**src/rtl/cpu_pkg.sv**
```systemverilog
// Shared types for the accumulator core sequencer.
// Opcodes, ALU selects, FSM states and decode bundle.
package cpu_pkg;

  localparam int PC_W = 8;

  typedef enum logic [3:0] {
    OP_NOP  = 4'h0,
    OP_LDI  = 4'h1,
    OP_ADDI = 4'h2,
    OP_SUBI = 4'h3,
    OP_ANDI = 4'h4,
    OP_ORI  = 4'h5,
    OP_XORI = 4'h6,
    OP_LD   = 4'h7,
    OP_ST   = 4'h8,
    OP_JMP  = 4'h9,
    OP_JZ   = 4'hA,
    OP_HLT  = 4'hF
  } opcode_e;

  typedef enum logic [2:0] {
    ALU_PASS_IMM = 3'd0,
    ALU_ADD      = 3'd1,
    ALU_SUB      = 3'd2,
    ALU_AND      = 3'd3,
    ALU_OR       = 3'd4,
    ALU_XOR      = 3'd5,
    ALU_PASS_MEM = 3'd6
  } alu_op_e;

  typedef enum logic [2:0] {
    S_FETCH  = 3'd0,
    S_DECODE = 3'd1,
    S_EXEC   = 3'd2,
    S_MEM    = 3'd3,
    S_HALT   = 3'd4
  } state_e;

  typedef struct packed {
    alu_op_e alu_op;
    logic    acc_wr;
    logic    is_mem;
    logic    is_store;
    logic    is_jump;
    logic    is_cond;
    logic    is_halt;
    logic    illegal;
  } dec_t;

endpackage

```
**src/rtl/seq_decode.sv**
```systemverilog
// Combinational opcode decoder for the sequencer.
// Undefined opcodes flag illegal and otherwise behave as NOP.
module seq_decode
  import cpu_pkg::*;
(
  input  logic [3:0] opcode,
  output dec_t       dec
);

  always_comb begin
    dec = '0;
    unique case (1'b1)
      opcode == OP_NOP: ;
      opcode == OP_LDI: begin
        dec.acc_wr = 1'b1;
        dec.alu_op = ALU_PASS_IMM;
      end
      opcode == OP_ADDI: begin
        dec.acc_wr = 1'b1;
        dec.alu_op = ALU_ADD;
      end
      opcode == OP_SUBI: begin
        dec.acc_wr = 1'b1;
        dec.alu_op = ALU_SUB;
      end
      opcode == OP_ANDI: begin
        dec.acc_wr = 1'b1;
        dec.alu_op = ALU_AND;
      end
      opcode == OP_ORI: begin
        dec.acc_wr = 1'b1;
        dec.alu_op = ALU_OR;
      end
      opcode == OP_XORI: begin
        dec.acc_wr = 1'b1;
        dec.alu_op = ALU_XOR;
      end
      opcode == OP_LD: begin
        dec.is_mem = 1'b1;
        dec.alu_op = ALU_PASS_MEM;
      end
      opcode == OP_ST: begin
        dec.is_mem   = 1'b1;
        dec.is_store = 1'b1;
      end
      opcode == OP_JMP: dec.is_jump = 1'b1;
      opcode == OP_JZ:  dec.is_cond = 1'b1;
      opcode == OP_HLT: dec.is_halt = 1'b1;
      default:          dec.illegal = 1'b1;
    endcase
  end

endmodule

```
**src/rtl/seq_ctrl.sv**
```systemverilog
// Fetch/decode/execute sequencer for the 8-bit accumulator core.
// Owns the FSM, PC, instruction register and sticky illegal flag.
module seq_ctrl
  import cpu_pkg::*;
(
  input  logic            clk,
  input  logic            rst_n,
  input  logic            ena,
  input  logic [7:0]      instr_i,
  input  logic            instr_valid_i,
  output logic            instr_ready_o,
  input  logic            alu_zero_i,
  input  logic            mem_ack_i,
  output logic [PC_W-1:0] pc_o,
  output logic [2:0]      alu_op_o,
  output logic [3:0]      imm_o,
  output logic            acc_we_o,
  output logic            mem_req_o,
  output logic            mem_we_o,
  output logic [7:0]      mem_addr_o,
  output logic            halted_o,
  output logic            illegal_o
);

  state_e          state_q, state_d;
  logic [PC_W-1:0] pc_q, pc_d;
  logic [7:0]      ir_q;
  logic            illegal_q;
  dec_t            dec;
  logic            take;

  seq_decode u_dec (
    .opcode (ir_q[7:4]),
    .dec    (dec)
  );

  always_ff @(posedge clk or negedge rst_n) begin
    if (!rst_n) begin
      state_q <= S_FETCH;
    end else if (ena) begin
      state_q <= state_d;
    end
  end

  always_comb begin
    state_d = state_q;
    unique case (state_q)
      S_FETCH: begin
        if (instr_valid_i) state_d = S_DECODE;
      end
      S_DECODE: begin
        unique case (1'b1)
          dec.is_halt: state_d = S_HALT;
          dec.is_mem:  state_d = S_MEM;
          default:     state_d = S_EXEC;
        endcase
      end
      S_EXEC: state_d = S_FETCH;
      S_MEM: begin
        if (mem_ack_i) state_d = S_FETCH;
      end
      S_HALT: state_d = S_HALT;
      default: state_d = S_FETCH;
    endcase
  end

  assign take = dec.is_jump | (dec.is_cond & alu_zero_i);

  always_comb begin
    pc_d = pc_q;
    if (state_q == S_EXEC) begin
      pc_d = take ? {ir_q[3:0], 4'h0} : pc_q + 1'b1;
    end else if (state_q == S_MEM && mem_ack_i) begin
      pc_d = pc_q + 1'b1;
    end
  end

  always_ff @(posedge clk or negedge rst_n) begin
    if (!rst_n) begin
      pc_q      <= '0;
      ir_q      <= '0;
      illegal_q <= 1'b0;
    end else if (ena) begin
      pc_q <= pc_d;
      if (state_q == S_FETCH && instr_valid_i) begin
        ir_q <= instr_i;
      end
      if (state_q == S_DECODE && dec.illegal) begin
        illegal_q <= 1'b1;
      end
    end
  end

  // LD writes the accumulator in the ack cycle itself
  always_comb begin
    instr_ready_o = ena & (state_q == S_FETCH);
    acc_we_o      = ena & ((state_q == S_EXEC & dec.acc_wr) |
                           (state_q == S_MEM & ~dec.is_store & mem_ack_i));
    alu_op_o      = acc_we_o ? dec.alu_op : ALU_PASS_IMM;
    mem_req_o     = ena & (state_q == S_MEM);
    mem_we_o      = mem_req_o & dec.is_store;
    mem_addr_o    = {4'h0, ir_q[3:0]};
    imm_o         = ir_q[3:0];
    pc_o          = pc_q;
    halted_o      = (state_q == S_HALT);
    illegal_o     = illegal_q;
  end

endmodule

```
**config.mk**
```make
export PLATFORM = sky130hd
export DESIGN_NAME = seq_ctrl
export DESIGN_NICKNAME = d
export VERILOG_FILES = /design/src/rtl/cpu_pkg.sv /design/src/rtl/seq_decode.sv /design/src/rtl/seq_ctrl.sv
export SDC_FILE = /design/constraint.sdc
export NUM_CORES = 1
export LEC_CHECK = 0
export ABC_AREA = 1
export BUFFER_PORTS_ARGS = -buffer_cell sky130_fd_sc_hd__clkbuf_2
export CORE_MARGIN = 4
export CORE_UTILIZATION = 40
export DETAILED_ROUTE_END_ITERATION = 16
export PLACE_DENSITY = 0.68
export SKIP_CTS_REPAIR_TIMING = 1
export SYNTH_ARGS = -nofsm -noshare
export SYNTH_HDL_FRONTEND = slang
export SYNTH_SLANG_ARGS = --single-unit
```
**constraint.sdc**
```tcl
create_clock -name clk -period 1.4 [get_ports clk]
set_clock_uncertainty 0.15 [all_clocks]
set_input_delay 0.28 -clock clk [delete_from_list [all_inputs] [get_ports clk]]
set_output_delay 0.28 -clock clk [all_outputs]
set_load 0.03 [all_outputs]
```
==> summary.txt <==
Outcome
  • Status: finished with violations
  • Failing checks: setup timing

Final layout
  • Fill count: around 270
  • Commonest non-fill, non-tap cells in the layout: 46 x nand2_1, 33 x buf_4, 19 x buf_6, 18 x inv_1, 17 x clkbuf_2
  • Layout cell share with drive strength beyond 1: 0.527
  • Commonest non-fill, non-tap cell in the layout: nand2_1
  • N_diodes: 0
  • Layout area overhead: 64.7%
  • Layout net count: 280

Clock network
  • Clock transition at path regs: about 0.11 ns
  • Worst-Skew Late Latency: 0.30 ns
  • H-tree depth: 1
  • Root Buffer Master: clkbuf_4
  • Clock sink total: 20
  • CTS tree: done
  • Longest Clk Path Bufs: 2
  • Total CTS buffers: 3

Global route
  • GRT Total Usage: 0.157
  • First-pass GRT wire length: ~5200 um
  • Initial antenna violation count: 0
  • Vias in the first global route: 1206
  • Largest net degree at the start of global routing: 21
  • Total grt overflow: 0

Route
  • Total wire length: approximately 3800 um
  • ANT nets after route: 0
  • Drt drc: 0
  • Met1 WL: 1550 um
  • Avg WL per Cell: about 12 um
  • Pre-Repair DR Iteration Count: 4
  • WL met2: roughly 2000 um
  • Avg Vias per Cell: 4.79
  • Top routing layer used: met4
  • Initial DRC count: around 90
  • Met3 wire length: roughly 210 um
  • Vias: 1474

Floorplanning
  • Die Height: roughly 66 um
  • Die width: around 66 um
  • I/O pin cnt: between 40 and 50
  • Row cnt: 20
  • Initial core utilization: 0.428
  • Die area: roughly 4300 sq um
  • Core Area: a little over 3000 sq um

Synth
  • Adder-Cell Fraction of Synth Area: 0.00943
  • Seq/Total Area, Yosys: 0.377
  • Largest family of logic cells by synthesized area: simple AND/OR/NAND/NOR gates
  • #FFs+latches synth: 20
  • Warnings from Yosys: 0
  • Mux contribution to synthesized area: 0
  • Syn Area/Cell: between 6 and 7 sq um
  • Synth Area in Compound Gates: 0.0980
  • Simple-gate portion of the synthesized area: 0.356
  • Post-synth cell types: 25
  • Netlist Area Pre-Place: 1330 sq um
  • Xor/xnor share of the synthesized area: 0.00660
  • Syn Inst Count: 191

Pwr
  • P_leak: between 1 and 1.5 nW
  • Peak supply drop: between 1 and 1.5 mV
  • Power density over the cells: 2240 nW/um^2

STA
  • Setup Viol. Count Final: 28
  • Hold WS: 0.0213 ns
  • Achievable clock frequency: 528 MHz
  • Final Max Tran Viols: 0
  • RSZ-0062 raised after global routing: yes
  • Fin crit share: 1.35
  • Setup TNS: -6.11 ns
  • Fin worst setup slack: -0.493 ns
  • Tmin final: 1.89 ns
  • Endpoints failing hold: 0

Place
  • Placer congestion estimate: roughly 0.84
  • IO Port Bufs: 38
  • Dpl hpwl: between 2000 and 3000 um

Worst setup path
  • Required time worst endpoint: ~0.97 ns
  • Crit-path max FO: 4
  • Crit path arrival time: between 1 and 1.5 ns
  • Critical setup path kind: flop to primary output
  • Critical Path Source Type: flop
  • CP Capture Type: primary output

Hold path
  • Hold WC Path Type: primary input to flop

Job
  • Max-cap violations: 0
cells by family after synthesis:
logic type	after synthesis
adder cells (fa/ha/maj)	1
AO/OA/AOI/OAI	23
other	1
buffers and inverters	39
XOR/XNOR	1
AND/OR/NAND/NOR	106
flip-flops	20
registers in the layout, summed over array words and instances, names as in the netlist:
signal and count:
ir_q 8, pc_o 8, state_q 3, illegal_o 1
metrics by stage:
step	area [sq um]	cells	setup WS (ns)	total power, mW	utilization
final	2190	308	-0.493	4.90	0.704
after global routing	2190	308	-0.608	5.23	0.704
after CTS	1810	294	-0.612	4.00	0.583
after detailed placement	1760	290	-0.271	3.53	0.567
after global placement	1760	290	-0.237	3.50	0.567
after floorplan	1400	194	-0.178	2.72	-
cell type report:
| class | instances | area, sq um | share of cell area |
|---|---|---|---|
| inverters | 26 | 100 | 0.0458 |
| well taps | 44 | 55.1 | 0.0252 |
| multi-input cells | 135 | 846 | 0.387 |
| flip-flops and latches | 20 | 510 | 0.234 |
| repair buffers | 79 | 622 | 0.284 |
| clock inverters | 1 | 30.0 | 0.0137 |
| clock buffers | 3 | 22.5 | 0.0103 |
routing by layer:
layer,vias to the layer above,global-route usage
met5,-,0
li1,734,-
met4,0,0.0518
met1,678,0.204
met2,53,0.257
met3,9,0.0376
final timing paths:
check / startpoint / end / slack (ns) / depth (start not counted)
max in group asynchronous: rst_n / ir_q[5] / 0.42 / 2
min in group asynchronous: rst_n / state_q[1] / 0.31 / 2
setup / recovery: state_q[2] / alu_op_o[1] / -0.49 / 8
hold reg to reg: illegal_o / illegal_o / 0.35 / 2
setup reg to reg: state_q[2] / pc_o[3] / -0.18 / 9
hold / removal: instr_i[5] / ir_q[5] / 0.02 / 3
worst max-delay path: stages, from the launching register on:
cell and delay (ns):
dfrtp_2 0.46, nor2_4 0.10, nand2_2 0.05, nor2_1 0.10, nand2_1 0.06, nand2_2 0.07, nand2_4 0.08, nor2_4 0.09
buf_6 0.13
power breakdown:
| part | switching, mW | internal, mW | leakage [nW] |
|---|---|---|---|
| registers | 0.279 | 0.835 | 0.239 |
| logic | 1.86 | 1.46 | 0.855 |
| clock network | 0.176 | 0.290 | 0.0279 |
| total | 2.32 | 2.58 | 1.12 |
synthesized netlist by cell type:
master,number,share of area
nor2_2,1,0.0047
a31oi_1,1,0.0047
dfrtp_1,20,0.38
nor3_1,4,0.015
nand2_2,3,0.014
o21bai_1,1,0.0057
o21ai_2,3,0.020
nand3_2,1,0.0075
nor2_4,1,0.0085
nand3_1,15,0.057
conb_1,1,0.0028
nand3b_1,2,0.011
inv_2,5,0.014
buf_6,1,0.0085
o21ai_1,4,0.015
ha_1,1,0.0094
nor2_1,20,0.057
nand2_1,55,0.16
xnor2_1,1,0.0066
buf_4,12,0.068
a21oi_1,2,0.0075
nor3_4,1,0.012
o21ai_0,12,0.045
inv_1,21,0.059
nand4_1,3,0.014
No activity file was read; power rests on OpenSTA's default activity.
